===== src/rtl/mem_arbiter.sv =====
// Arbitrates the single memory port between IFU reads and LSU reads/writes, one transaction at a time.
// Define ARB_RR_EN for round-robin on ties; otherwise the LSU has fixed priority.
module mem_arbiter #(
   parameter int unsigned ADDR_W = 64,
   parameter int unsigned DATA_W = 64
) (
   input  logic                clk,
   input  logic                rst,
   input  logic                ifu_req_valid,
   output logic                ifu_req_ready,
   input  logic [ADDR_W-1:0]   ifu_addr,
   output logic                ifu_resp_valid,
   output logic [DATA_W-1:0]   ifu_rdata,
   input  logic                lsu_req_valid,
   output logic                lsu_req_ready,
   input  logic [ADDR_W-1:0]   lsu_addr,
   input  logic                lsu_wen,
   input  logic [DATA_W-1:0]   lsu_wdata,
   input  logic [DATA_W/8-1:0] lsu_wmask,
   output logic                lsu_resp_valid,
   output logic [DATA_W-1:0]   lsu_rdata,
   output logic                mem_req_valid,
   input  logic                mem_req_ready,
   output logic [ADDR_W-1:0]   mem_addr,
   output logic                mem_wen,
   output logic [DATA_W-1:0]   mem_wdata,
   output logic [DATA_W/8-1:0] mem_wmask,
   input  logic                mem_resp_valid,
   input  logic [DATA_W-1:0]   mem_rdata
);

   typedef enum logic [1:0] {StIdle, StIssue, StWait} state_e;

   state_e              state_q, state_d;
   logic                owner_q, owner_d;
   logic                last_grant_q, last_grant_d;
   logic [ADDR_W-1:0]   addr_q, addr_d;
   logic                wen_q, wen_d;
   logic [DATA_W-1:0]   wdata_q, wdata_d;
   logic [DATA_W/8-1:0] wmask_q, wmask_d;
   logic                grant_ifu, grant_lsu;

   always_comb begin
`ifdef ARB_RR_EN
      // On a tie the requester not served last time wins.
      grant_lsu = lsu_req_valid & (~ifu_req_valid | ~last_grant_q);
`else
      grant_lsu = lsu_req_valid;
`endif
      grant_ifu = ifu_req_valid & ~grant_lsu;
   end

   always_comb begin
      state_d        = state_q;
      owner_d        = owner_q;
      last_grant_d   = last_grant_q;
      addr_d         = addr_q;
      wen_d          = wen_q;
      wdata_d        = wdata_q;
      wmask_d        = wmask_q;
      ifu_req_ready  = 1'b0;
      lsu_req_ready  = 1'b0;
      ifu_resp_valid = 1'b0;
      lsu_resp_valid = 1'b0;
      mem_req_valid  = 1'b0;
      case (state_q)
         StIdle: begin
            // Ready is masked while reset is held so no grant is advertised.
            ifu_req_ready = grant_ifu & ~rst;
            lsu_req_ready = grant_lsu & ~rst;
            if (grant_lsu) begin
               owner_d      = 1'b1;
               last_grant_d = 1'b1;
               addr_d       = lsu_addr;
               wen_d        = lsu_wen;
               wdata_d      = lsu_wdata;
               wmask_d      = lsu_wmask;
               state_d      = StIssue;
            end else if (grant_ifu) begin
               owner_d      = 1'b0;
               last_grant_d = 1'b0;
               addr_d       = ifu_addr;
               wen_d        = 1'b0;
               wdata_d      = '0;
               wmask_d      = '0;
               state_d      = StIssue;
            end
         end
         StIssue: begin
            mem_req_valid = 1'b1;
            if (mem_req_ready) state_d = StWait;
         end
         StWait: begin
            if (mem_resp_valid) begin
               ifu_resp_valid = ~owner_q;
               lsu_resp_valid = owner_q;
               state_d        = StIdle;
            end
         end
         default: state_d = StIdle;
      endcase
   end

   always_ff @(posedge clk or posedge rst) begin
      if (rst) begin
         state_q      <= StIdle;
         owner_q      <= 1'b0;
         last_grant_q <= 1'b0;
         addr_q       <= '0;
         wen_q        <= 1'b0;
         wdata_q      <= '0;
         wmask_q      <= '0;
      end else begin
         state_q      <= state_d;
         owner_q      <= owner_d;
         last_grant_q <= last_grant_d;
         addr_q       <= addr_d;
         wen_q        <= wen_d;
         wdata_q      <= wdata_d;
         wmask_q      <= wmask_d;
      end
   end

   assign mem_addr  = addr_q;
   assign mem_wen   = wen_q;
   assign mem_wdata = wdata_q;
   assign mem_wmask = wmask_q;
   assign ifu_rdata = mem_rdata;
   assign lsu_rdata = mem_rdata;

endmodule

===== config.mk =====
export PLATFORM = sky130hd
export DESIGN_NAME = mem_arbiter
export DESIGN_NICKNAME = d
export VERILOG_FILES = /design/src/rtl/mem_arbiter.sv
export SDC_FILE = /design/constraint.sdc
export NUM_CORES = 1
export LEC_CHECK = 0
export BUFFER_PORTS_ARGS = -buffer_cell sky130_fd_sc_hd__buf_4
export CORE_AREA = 2 2 208 210
export CTS_CLUSTER_DIAMETER = 60
export CTS_CLUSTER_SIZE = 40
export DETAILED_ROUTE_END_ITERATION = 6
export DIE_AREA = 0 0 210 212
export PLACE_DENSITY = 0.41
export SETUP_SLACK_MARGIN = 0.5
export SYNTH_ARGS = -nofsm -noshare
export SYNTH_HDL_FRONTEND = slang
export SYNTH_SLANG_ARGS = --single-unit

===== constraint.sdc =====
create_clock -name clk -period 7.7 [get_ports clk]
set_clock_uncertainty 0.05 [all_clocks]
set_input_delay 1.54 -clock clk [delete_from_list [all_inputs] [get_ports clk]]
set_output_delay 1.54 -clock clk [all_outputs]
set_load 0.02 [all_outputs]

==> results of run 1 <==
[layout make-up]
cell class | instances | area, um2 | share of cell area (%)
Sequential cell | 140 | 3503 | 36.38
Multi-Input combinational cell | 216 | 2188 | 22.73
Clock inverter | 9 | 111.4 | 1.156
Inverter | 2 | 12.51 | 0.1299
Tap cell | 546 | 683.2 | 7.095
Clock buffer | 23 | 488.0 | 5.068
Timing Repair Buffer | 352 | 2643 | 27.44
[per-stage QoR]
stage	total power [W]	hold WS [ns]	cells	setup WS (ns)
floorplan	0.002403	0.4162	516	1.066
global placement	0.003131	0.4333	1256	3.331
detailed placement	0.003130	0.4341	1256	3.320
CTS	0.004026	0.4542	1288	3.322
global route	0.004183	0.4611	1288	3.266
finish	0.003936	0.4487	1288	3.465
[flip-flops by register name (all words and copies together) (netlist names)]
register,cells
mem_wmask,8
state_q,2
mem_wdata,64
mem_addr,64
mem_wen,1
owner_q,1
[power by group]
part | leakage, nW | switching (W) | internal [W]
clock network | 0.289 | 0.000344 | 0.000511
registers | 1.72 | 0.000192 | 0.00108
logic | 2.59 | 0.000952 | 0.000858
[worst max-delay path, cell delays in order]
cell,delay [ns]
buf_4,0.13
inv_6,0.56
and3_1,0.27
buf_4,0.14
[worst max-delay path by stage]
stage | startpoint | endpoint | slack, ns
3_3_place_gp | rst | lsu_req_ready | 3.33
2_1_floorplan | rst | lsu_req_ready | 1.07
5_1_grt | rst | lsu_req_ready | 3.27
6_report | rst | lsu_req_ready | 3.46
4_1_cts | rst | lsu_req_ready | 3.32
3_5_place_dp | rst | lsu_req_ready | 3.32
[layer usage]
layer | up-vias | part of all wire, % | track usage (%)
li1 | 2126 | - | -
met1 | 2244 | 39 | 11.37
met2 | 278 | 47 | 15.83
met3 | 68 | 10 | 5.244
met4 | 2 | 4.1 | 6.090
met5 | - | 0.058 | 0
[logic make-up after synthesis]
family	count (synthesis)
buffers and inverters	160
and+or+nand+nor	11
DFF	140
AOI/OAI and AO/OA	77
muxes	128
[synth_stat cells (all sizes together), types with 2 or more instances]
cell type  number  area share (%)
nand2b          2            0.18
and3            2            0.18
buf           157              17
mux2          128              21
o21ai           3            0.27
dfrtp         140              51
a22o           73             9.3
nor2            2            0.22
nand2           2            0.11
inv             2            0.11
==> qor.yml, run 1 <==
timing:
  hold_viol: 0
  fmax_mhz: 236.1
  relSlewSlack_pct: 31.20
  setup_viol: 0
  slew_viol_final: 0
  fin_crit_sh_pct: 55.00
  rsz0062_at_grt: "no"
  finalSetupTns_ns: 0
  worst_slew_pin_slew_ns: 1.032
  min_period_ns: 4.235
yosys:
  synth_top_family_by_area: "multiplexers"
  yosys_warnings: 0
  synth_cell_type_count: 20
  netlist_instances: 516
  synth-simple-area-share_pct: 1.039
  synth_edf_count: 0
  syn-num-nets: 787
  synth-seq-cells: 140
  synthXorXnorAreaFrac_pct: 0
  synth_compound_area_share_pct: 9.701
  muxShareOfSynthArea_pct: 21.01
  async_reset_ff_share_pct: 100.0
  syn-cell-area_um2: 6862
  avgSynthCellArea_um2: 13.30
  ys.flop_type: "dfrtp_1"
  yosysSeqAreaShare_pct: 51.06
  synth_fa_ha_area_share_pct: 0
clock_tree:
  clkLatencyLatePin_ns: 0.44
  cts_sinks: 140
  cts_setup_buffers: 0
  clk_pin_slew_ns: 0.06
  cts-root-buf: "clkbuf_16"
  cts_tree: "built"
  cts_made_buffers: 17
  cts_resized: 0
  cts.htree.levels: 4
  clock_tree.buffer_depth: 2
  cts_hold_buf: 0
route:
  postRouteAntennaNets: 0
  vias: 4718
  routed_via_density: 3.663
  routed_wl_um: 22590
  drc: 0
  drtIter0Drc: 123
  firstDrtPassIters: 4
  wl_per_cell_um: 17.54
floorplan:
  die_h_um: 212
  fp.dieW_um: 210
  die_area_um2: 44520
  pin_count: 541
  coreArea_um2: 42510
  row_count: 76
  start_util_pct: 16.14
global_route:
  grt_pass1_wl_um: 33200
  antenna_found_initial: 1
  grt_usage_pct: 10.28
  grt_overflow: 0
  grt_max_degree: 88
  grt_pass1_vias: 5082
worst_setup_path:
  cp_max_fo: 87
  worstPathRequired_ns: 6.11
  reg2reg_depth: 4
  reg2reg_slack_ns: 5.70
  cp_data_arrival_time_ns: 2.65
  reg2reg_to: "mem_addr[26]$_DFFE_PP0P_"
  cp-start-kind: "primary input"
  cp-end-kind: "primary output"
  r2r_start: "state_q[0]$_DFFE_PP0P_"
  critPathKind: "primary input to primary output"
placement:
  dp_hpwl_um: 16500
  port_buffers: 348
  place_area_um2: 9030
  place_congestion: 0.6967
hold_path:
  hp-class: "register to register"
  hold_start: "mem_wdata[28]$_DFFE_PP0P_"
  worstHoldPathCells: 1
  min_to: "mem_wdata[28]$_DFFE_PP0P_"
cells_and_area:
  final_cell_mix: "buf_4, dfrtp_1, mux2_2"
  utilization_pct: 22.65
  final_common_cell: "buf_4"
  layout-drive-gt1-share_pct: 64.96
  design_area_um2: 9629
  n_antenna_cell: 0
  syn2layout_area_growth_pct: 40.34
  fill_cells: 4553
  nets: 1000
outcome:
  status: "finished, final reports clean"
run:
  maxCapViolCount: 0
power_and_ir_drop:
  peakVddDrop_mv: 0.2245
  p_leak_nw: 4.593
  p_per_area_nw_per_um2: 408.8
Power figures use the tool's default switching activity.
==> run 2, diff against run 1 <==
--- a/config.mk
+++ b/config.mk
@@ -5,13 +5,14 @@
 export SDC_FILE = /design/constraint.sdc
 export NUM_CORES = 1
 export LEC_CHECK = 0
+export ABC_AREA = 1
 export BUFFER_PORTS_ARGS = -buffer_cell sky130_fd_sc_hd__buf_4
 export CORE_AREA = 2 2 208 210
 export CTS_CLUSTER_DIAMETER = 60
 export CTS_CLUSTER_SIZE = 40
 export DETAILED_ROUTE_END_ITERATION = 6
 export DIE_AREA = 0 0 210 212
-export PLACE_DENSITY = 0.41
+export PLACE_DENSITY = 0.43
 export SETUP_SLACK_MARGIN = 0.5
 export SYNTH_ARGS = -nofsm -noshare
 export SYNTH_HDL_FRONTEND = slang
==> constraint.sdc (replaced) <==
create_clock -name clk -period 3.75 [get_ports clk]
set_clock_uncertainty 0.05 [all_clocks]
set_input_delay 0.75 -clock clk [delete_from_list [all_inputs] [get_ports clk]]
set_output_delay 0.75 -clock clk [all_outputs]
set_load 0.02 [all_outputs]
==> qor.yml, run 2 <==
yosys:
  synth_fa_ha_area_share_pct: 0
  ys.flop_type: "dfrtp_1"
  synthTopCellsByCount: "nand2_1, dfrtp_1, buf_4"
  synth-seq-cells: 140
  synth_cell_type_count: 12
  synth_top_family_by_area: "simple AND/OR/NAND/NOR gates"
  synth.top_cell.area_share_pct: 48.80
  synth.most_common_cell: "nand2_1"
  yosys_warnings: 0
  synthXorXnorAreaFrac_pct: 0
  syn-num-nets: 1219
  muxShareOfSynthArea_pct: 0
  syn-cell-area_um2: 7179
  synth-simple-area-share_pct: 33.91
  avgSynthCellArea_um2: 7.573
  netlist_instances: 948
  yosysSeqAreaShare_pct: 48.80
  synth_top_area_cell: "dfrtp_1"
  synth_edf_count: 0
  async_reset_ff_share_pct: 100.0
  synth_compound_area_share_pct: 0.1394
  synth_top_cells_by_area: "dfrtp_1, nand2_1, buf_4"
clock_tree:
  cts.htree.levels: 4
  cts_made_buffers: 17
  clk_pin_slew_ns: 0.06
  clock_tree.buffer_depth: 2
  clkLatencyLatePin_ns: 0.44
  cts_setup_buffers: 0
  cts_sinks: 140
  cts_resized: 0
  cts-root-buf: "clkbuf_16"
  cts_hold_buf: 0
  cts_tree: "built"
cells_and_area:
  fill_cells: 4755
  final_cell_mix: "nand2_1, buf_4, dfrtp_1"
  design_area_um2: 10010
  layout-drive-gt1-share_pct: 33.88
  syn2layout_area_growth_pct: 39.44
  nets: 1417
  fin_cells: 1703
  final_common_cell: "nand2_1"
  n_antenna_cell: 0
timing:
  hold_viol: 0
  fmax_mhz: 425.6
  slew_viol_final: 0
  fin_crit_sh_pct: 62.66
  worst_slew_pin_slew_ns: 0.9558
  setup_viol: 0
  relSlewSlack_pct: 36.28
  hold_ws_ns: 0.4203
  rsz0062_at_grt: "no"
  min_period_ns: 2.350
  fin_ws_ns: 1.400
global_route:
  antenna_found_initial: 0
  grt_max_degree: 103
  grt_usage_pct: 11.47
  grt_pass1_vias: 6423
  grt_overflow: 0
  grt_pass1_wl_um: 38460
worst_setup_path:
  reg2reg_slack_ns: 1.97
  critPathKind: "primary input to primary output"
  cpLargestDelayFamily: "buffers and inverters"
  crit_chain: "buf_4 > inv_2 > nand3_1 > nor2_1 > buf_4"
  worstPathRequired_ns: 2.95
  cp-end-kind: "primary output"
  reg2reg_to: "mem_addr[34]$_DFFE_PP0P_"
  path_common_cell: "buf_4"
  cp-start-kind: "primary input"
  cp_slowest_cell: "inv_2"
  cp_max_fo: 10
  r2r_start: "state_q[0]$_DFFE_PP0P_"
  critical_path_buf_inv_count: 3
  cp_data_arrival_time_ns: 1.55
  max_stage_delay_ns: 0.23
  reg2reg_depth: 6
route:
  wl_per_cell_um: 15.12
  drtIter0Drc: 292
  routed_via_density: 3.725
  vias: 6343
  routed_wl_um: 25760
  postRouteAntennaNets: 0
  firstDrtPassIters: 4
  drc: 0
placement:
  place_ws_ns: 1.373
  dp_hpwl_um: 18160
  place_congestion: 0.7281
  place_area_um2: 9398
  placed_cells: 1673
  port_buffers: 348
power_and_ir_drop:
  switching_share_pct: 41.86
  internal_power_w: 0.004714
  share_seq_of_total_power_pct: 31.6
  p_leak_nw: 5.617
  switching_power_w: 0.003395
  clkPwrFrac_pct: 22.4
  combPwrFrac_pct: 46.0
  peakVddDrop_mv: 0.3856
  p_per_area_nw_per_um2: 810.0
outcome:
  status: "finished, final reports clean"
floorplan:
  row_count: 76
  die_h_um: 212
  fp.dieW_um: 210
  die_area_um2: 44520
  pin_count: 541
  start_util_pct: 16.89
  coreArea_um2: 42510
hold_path:
  min_to: "mem_wdata[13]$_DFFE_PP0P_"
  hp-class: "register to register"
  hold_start: "mem_wdata[13]$_DFFE_PP0P_"
  worstHoldPathCells: 2
run:
  maxCapViolCount: 0
run 2: worst min-delay path, cell delays in order (launching register included):
cell and delay [ns]:
dfrtp_1 0.34, nand2_1 0.05, nand2_1 0.04
run 2: worst max-delay path by stage:
stage                    endpoint     startpoint  depth (start not counted)
finish              ifu_req_ready  lsu_req_valid                          5
global placement    ifu_req_ready  lsu_req_valid                          5
floorplan           ifu_req_ready            rst                          3
CTS                 ifu_req_ready  lsu_req_valid                          5
global route        ifu_req_ready  lsu_req_valid                          5
detailed placement  ifu_req_ready  lsu_req_valid                          5
run 2: stage by stage:
step / total power, W / TNS [ns] / utilization (%)
4_1_cts: 0.008299 / 0 / 23.55
5_1_grt: 0.008717 / 0 / 23.55
3_3_place_gp: 0.006394 / 0 / 22.11
6_report: 0.008109 / 0 / 23.55
2_1_floorplan: 0.004788 / -0.2586 / -
3_5_place_dp: 0.006410 / 0 / 22.11
run 2: cells by family after synthesis:
group / after synthesis
buf+inv: 185
compound gates: 2
simple gates: 621
flops: 140
run 2: area by class of cell:
| class | instances | area (um2) | share of cell area, % |
|---|---|---|---|
| tap | 546 | 683.2 | 6.824 |
| multi-input combinational | 623 | 2460 | 24.57 |
| sequential | 140 | 3503 | 35.00 |
| inverter | 6 | 26.28 | 0.2625 |
| timing repair buffer | 358 | 2725 | 27.22 |
| clock inverter | 11 | 170.2 | 1.700 |
| clock buffer | 19 | 442.9 | 4.424 |
run 2: power groups by stage:
stage / Combinational, W / Clock, W / Sequential [W]
after floorplan: 0.00145 / 0 / 0.00334
after global placement: 0.00382 / 0 / 0.00258
after detailed placement: 0.00383 / 0 / 0.00258
after CTS: 0.00383 / 0.00190 / 0.00257
after global routing: 0.00410 / 0.00196 / 0.00266
final: 0.00373 / 0.00181 / 0.00256
run 2: per-layer routing:
metal / track usage (%) / wire length [um] / part of all wire (%)
met3: 4.180 / 2027 / 7.9
met5: 0 / 0 / 0
met1: 13.69 / 10790 / 42
met4: 5.136 / 771 / 3.0
met2: 18.50 / 12170 / 47
==> run 3, diff against run 2 <==
--- a/config.mk
+++ b/config.mk
@@ -7,12 +7,12 @@
 export LEC_CHECK = 0
 export ABC_AREA = 1
 export BUFFER_PORTS_ARGS = -buffer_cell sky130_fd_sc_hd__buf_4
-export CORE_AREA = 2 2 208 210
+export CORE_AREA = 2 2 210 212
 export CTS_CLUSTER_DIAMETER = 60
 export CTS_CLUSTER_SIZE = 40
 export DETAILED_ROUTE_END_ITERATION = 6
-export DIE_AREA = 0 0 210 212
-export PLACE_DENSITY = 0.43
+export DIE_AREA = 0 0 212 214
+export PLACE_DENSITY = 0.41
 export SETUP_SLACK_MARGIN = 0.5
 export SYNTH_ARGS = -nofsm -noshare
 export SYNTH_HDL_FRONTEND = slang
==> constraint.sdc (replaced) <==
create_clock -name clk -period 2.3 [get_ports clk]
set_clock_uncertainty 0.05 [all_clocks]
set_input_delay 0.46 -clock clk [delete_from_list [all_inputs] [get_ports clk]]
set_output_delay 0.46 -clock clk [all_outputs]
set_load 0.02 [all_outputs]
==> qor.yml, run 3 (synthesized netlist as in run 2, its figures left out) <==
timing:
  fin_crit_sh_pct: 80.41
  relSlewSlack_pct: 40.52
  fmax_mhz: 540.7
  hold_viol: 0
  worst_slew_pin_slew_ns: 0.8922
  rsz0062_at_grt: "yes"
  min_period_ns: 1.850
  setup_viol: 0
  hold_ws_ns: 0.1724
  slew_viol_final: 0
global_route:
  grt_usage_pct: 11.61
  grt_max_degree: 141
  grt_overflow: 0
  grt_pass1_vias: 6474
  antenna_found_initial: 0
  grt_pass1_wl_um: 39840
worst_setup_path:
  critical_path_buf_inv_count: 3
  cpLargestDelayFamily: "flip-flops"
  max_stage_delay_ns: 0.41
  cp_max_fo: 3
  cp_slowest_cell: "dfrtp_1"
  crit_chain: "inv_2 > buf_4 > nand2_4 > nor2_4 > buf_6"
  worstPathRequired_ns: 1.79
  critPathKind: "register to primary output"
  cp-start-kind: "register"
  cp_data_arrival_time_ns: 1.34
  cp-end-kind: "primary output"
clock_tree:
  clock_tree.buffer_depth: 2
  clk_pin_slew_ns: 0.07
  cts_made_buffers: 17
  cts_tree: "built"
  cts_sinks: 140
  clkLatencyLatePin_ns: 0.43
  cts.htree.levels: 4
  cts-root-buf: "clkbuf_16"
power_and_ir_drop:
  p_leak_nw: 5.692
  finalPower_w: 0.01364
  peakVddDrop_mv: 0.5186
  p_per_area_nw_per_um2: 1334
  combPwrFrac_pct: 46.7
  clkPwrFrac_pct: 22.6
  switching_power_w: 0.005704
  switching_share_pct: 41.81
  internal_power_w: 0.007938
  share_seq_of_total_power_pct: 30.7
run:
  maxCapViolCount: 0
route:
  vias: 6377
  routed_via_density: 3.638
  wl_per_cell_um: 15.39
  drc: 0
  firstDrtPassIters: 4
  routed_wl_um: 26970
  postRouteAntennaNets: 0
  drtIter0Drc: 336
placement:
  placed_cells: 1713
  place_congestion: 0.7281
  place_area_um2: 9442
  port_buffers: 348
  dp_hpwl_um: 18810
cells_and_area:
  final_common_cell: "nand2_1"
  fill_cells: 4793
  syn2layout_area_growth_pct: 42.47
  design_area_um2: 10230
  layout-drive-gt1-share_pct: 35.27
  nets: 1426
  fin_cells: 1753
  n_antenna_cell: 0
  final_cell_mix: "nand2_1, buf_4, dfrtp_1"
  utilization_pct: 23.85
floorplan:
  row_count: 76
  fp.dieW_um: 212
  die_area_um2: 45370
  start_util_pct: 16.74
  die_h_um: 214
  pin_count: 541
  coreArea_um2: 42890
hold_path:
  hp-class: "primary input to register"
outcome:
  status: "finished, final reports clean"
run 3: final cells by class:
| cell class | count | area (um2) | share of cell area, % |
|---|---|---|---|
| clock buffer | 22 | 474.2 | 4.636 |
| clock inverter | 10 | 162.7 | 1.590 |
| inverter | 6 | 26.28 | 0.2569 |
| multi-input combinational | 624 | 2506 | 24.50 |
| sequential | 140 | 3505 | 34.26 |
| tap | 585 | 732.0 | 7.156 |
| timing repair buffer | 366 | 2823 | 27.60 |
run 3: power by group through the flow:
stage / combinational, W / sequential (W) / clock [W]
2_1_floorplan: 0.00237 / 0.00544 / 0
3_3_place_gp: 0.00622 / 0.00419 / 0
3_5_place_dp: 0.00626 / 0.00421 / 0
4_1_cts: 0.00630 / 0.00419 / 0.00323
5_1_grt: 0.00696 / 0.00432 / 0.00332
6_report: 0.00637 / 0.00418 / 0.00309
run 3: stage by stage:
step | setup slack, ns | TNS (ns)
3_5_place_dp | 0.3772 | 0
3_3_place_gp | 0.4211 | 0
2_1_floorplan | -1.129 | -1.129
6_report | 0.4505 | 0
4_1_cts | 0.3929 | 0
5_1_grt | 0.3565 | 0
run 3: final timing paths:
path                                      startpoint                        end  slack, ns  depth (start not counted)
setup / recovery              state_q[0]$_DFFE_PP0P_              ifu_req_ready       0.45                          5
min in group asynchronous                        rst     state_q[0]$_DFFE_PP0P_       0.25                          3
hold / removal                        mem_resp_valid     state_q[1]$_DFFE_PP0P_       0.17                          2
hold reg to reg            mem_wdata[13]$_DFFE_PP0P_  mem_wdata[13]$_DFFE_PP0P_       0.42                          2
max in group asynchronous                        rst    mem_addr[7]$_DFFE_PP0P_       1.24                          3
setup reg to reg              state_q[1]$_DFFE_PP0P_    mem_addr[6]$_DFFE_PP0P_       0.56                          8
run 3: what timing repair did:
action / 4_1_cts / 5_1_grt
hold buffers: 0 / 0
pin swaps: 2 / 4
gates resized for setup: 8 / 16
setup buffers: 1 / 6
gates cloned: 0 / 1
endpoints found under the setup margin: 30 / 82
run 3: layer usage:
metal | routed length [um] | vias to the layer above | part of all wire (%) | global-route usage, %
met5 | 0 | - | 0 | 0
met4 | 480 | 0 | 1.8 | 4.014
met3 | 2137 | 39 | 7.9 | 4.559
met2 | 13290 | 252 | 49 | 19.50
met1 | 11060 | 2908 | 41 | 13.34
li1 | - | 3178 | - | -
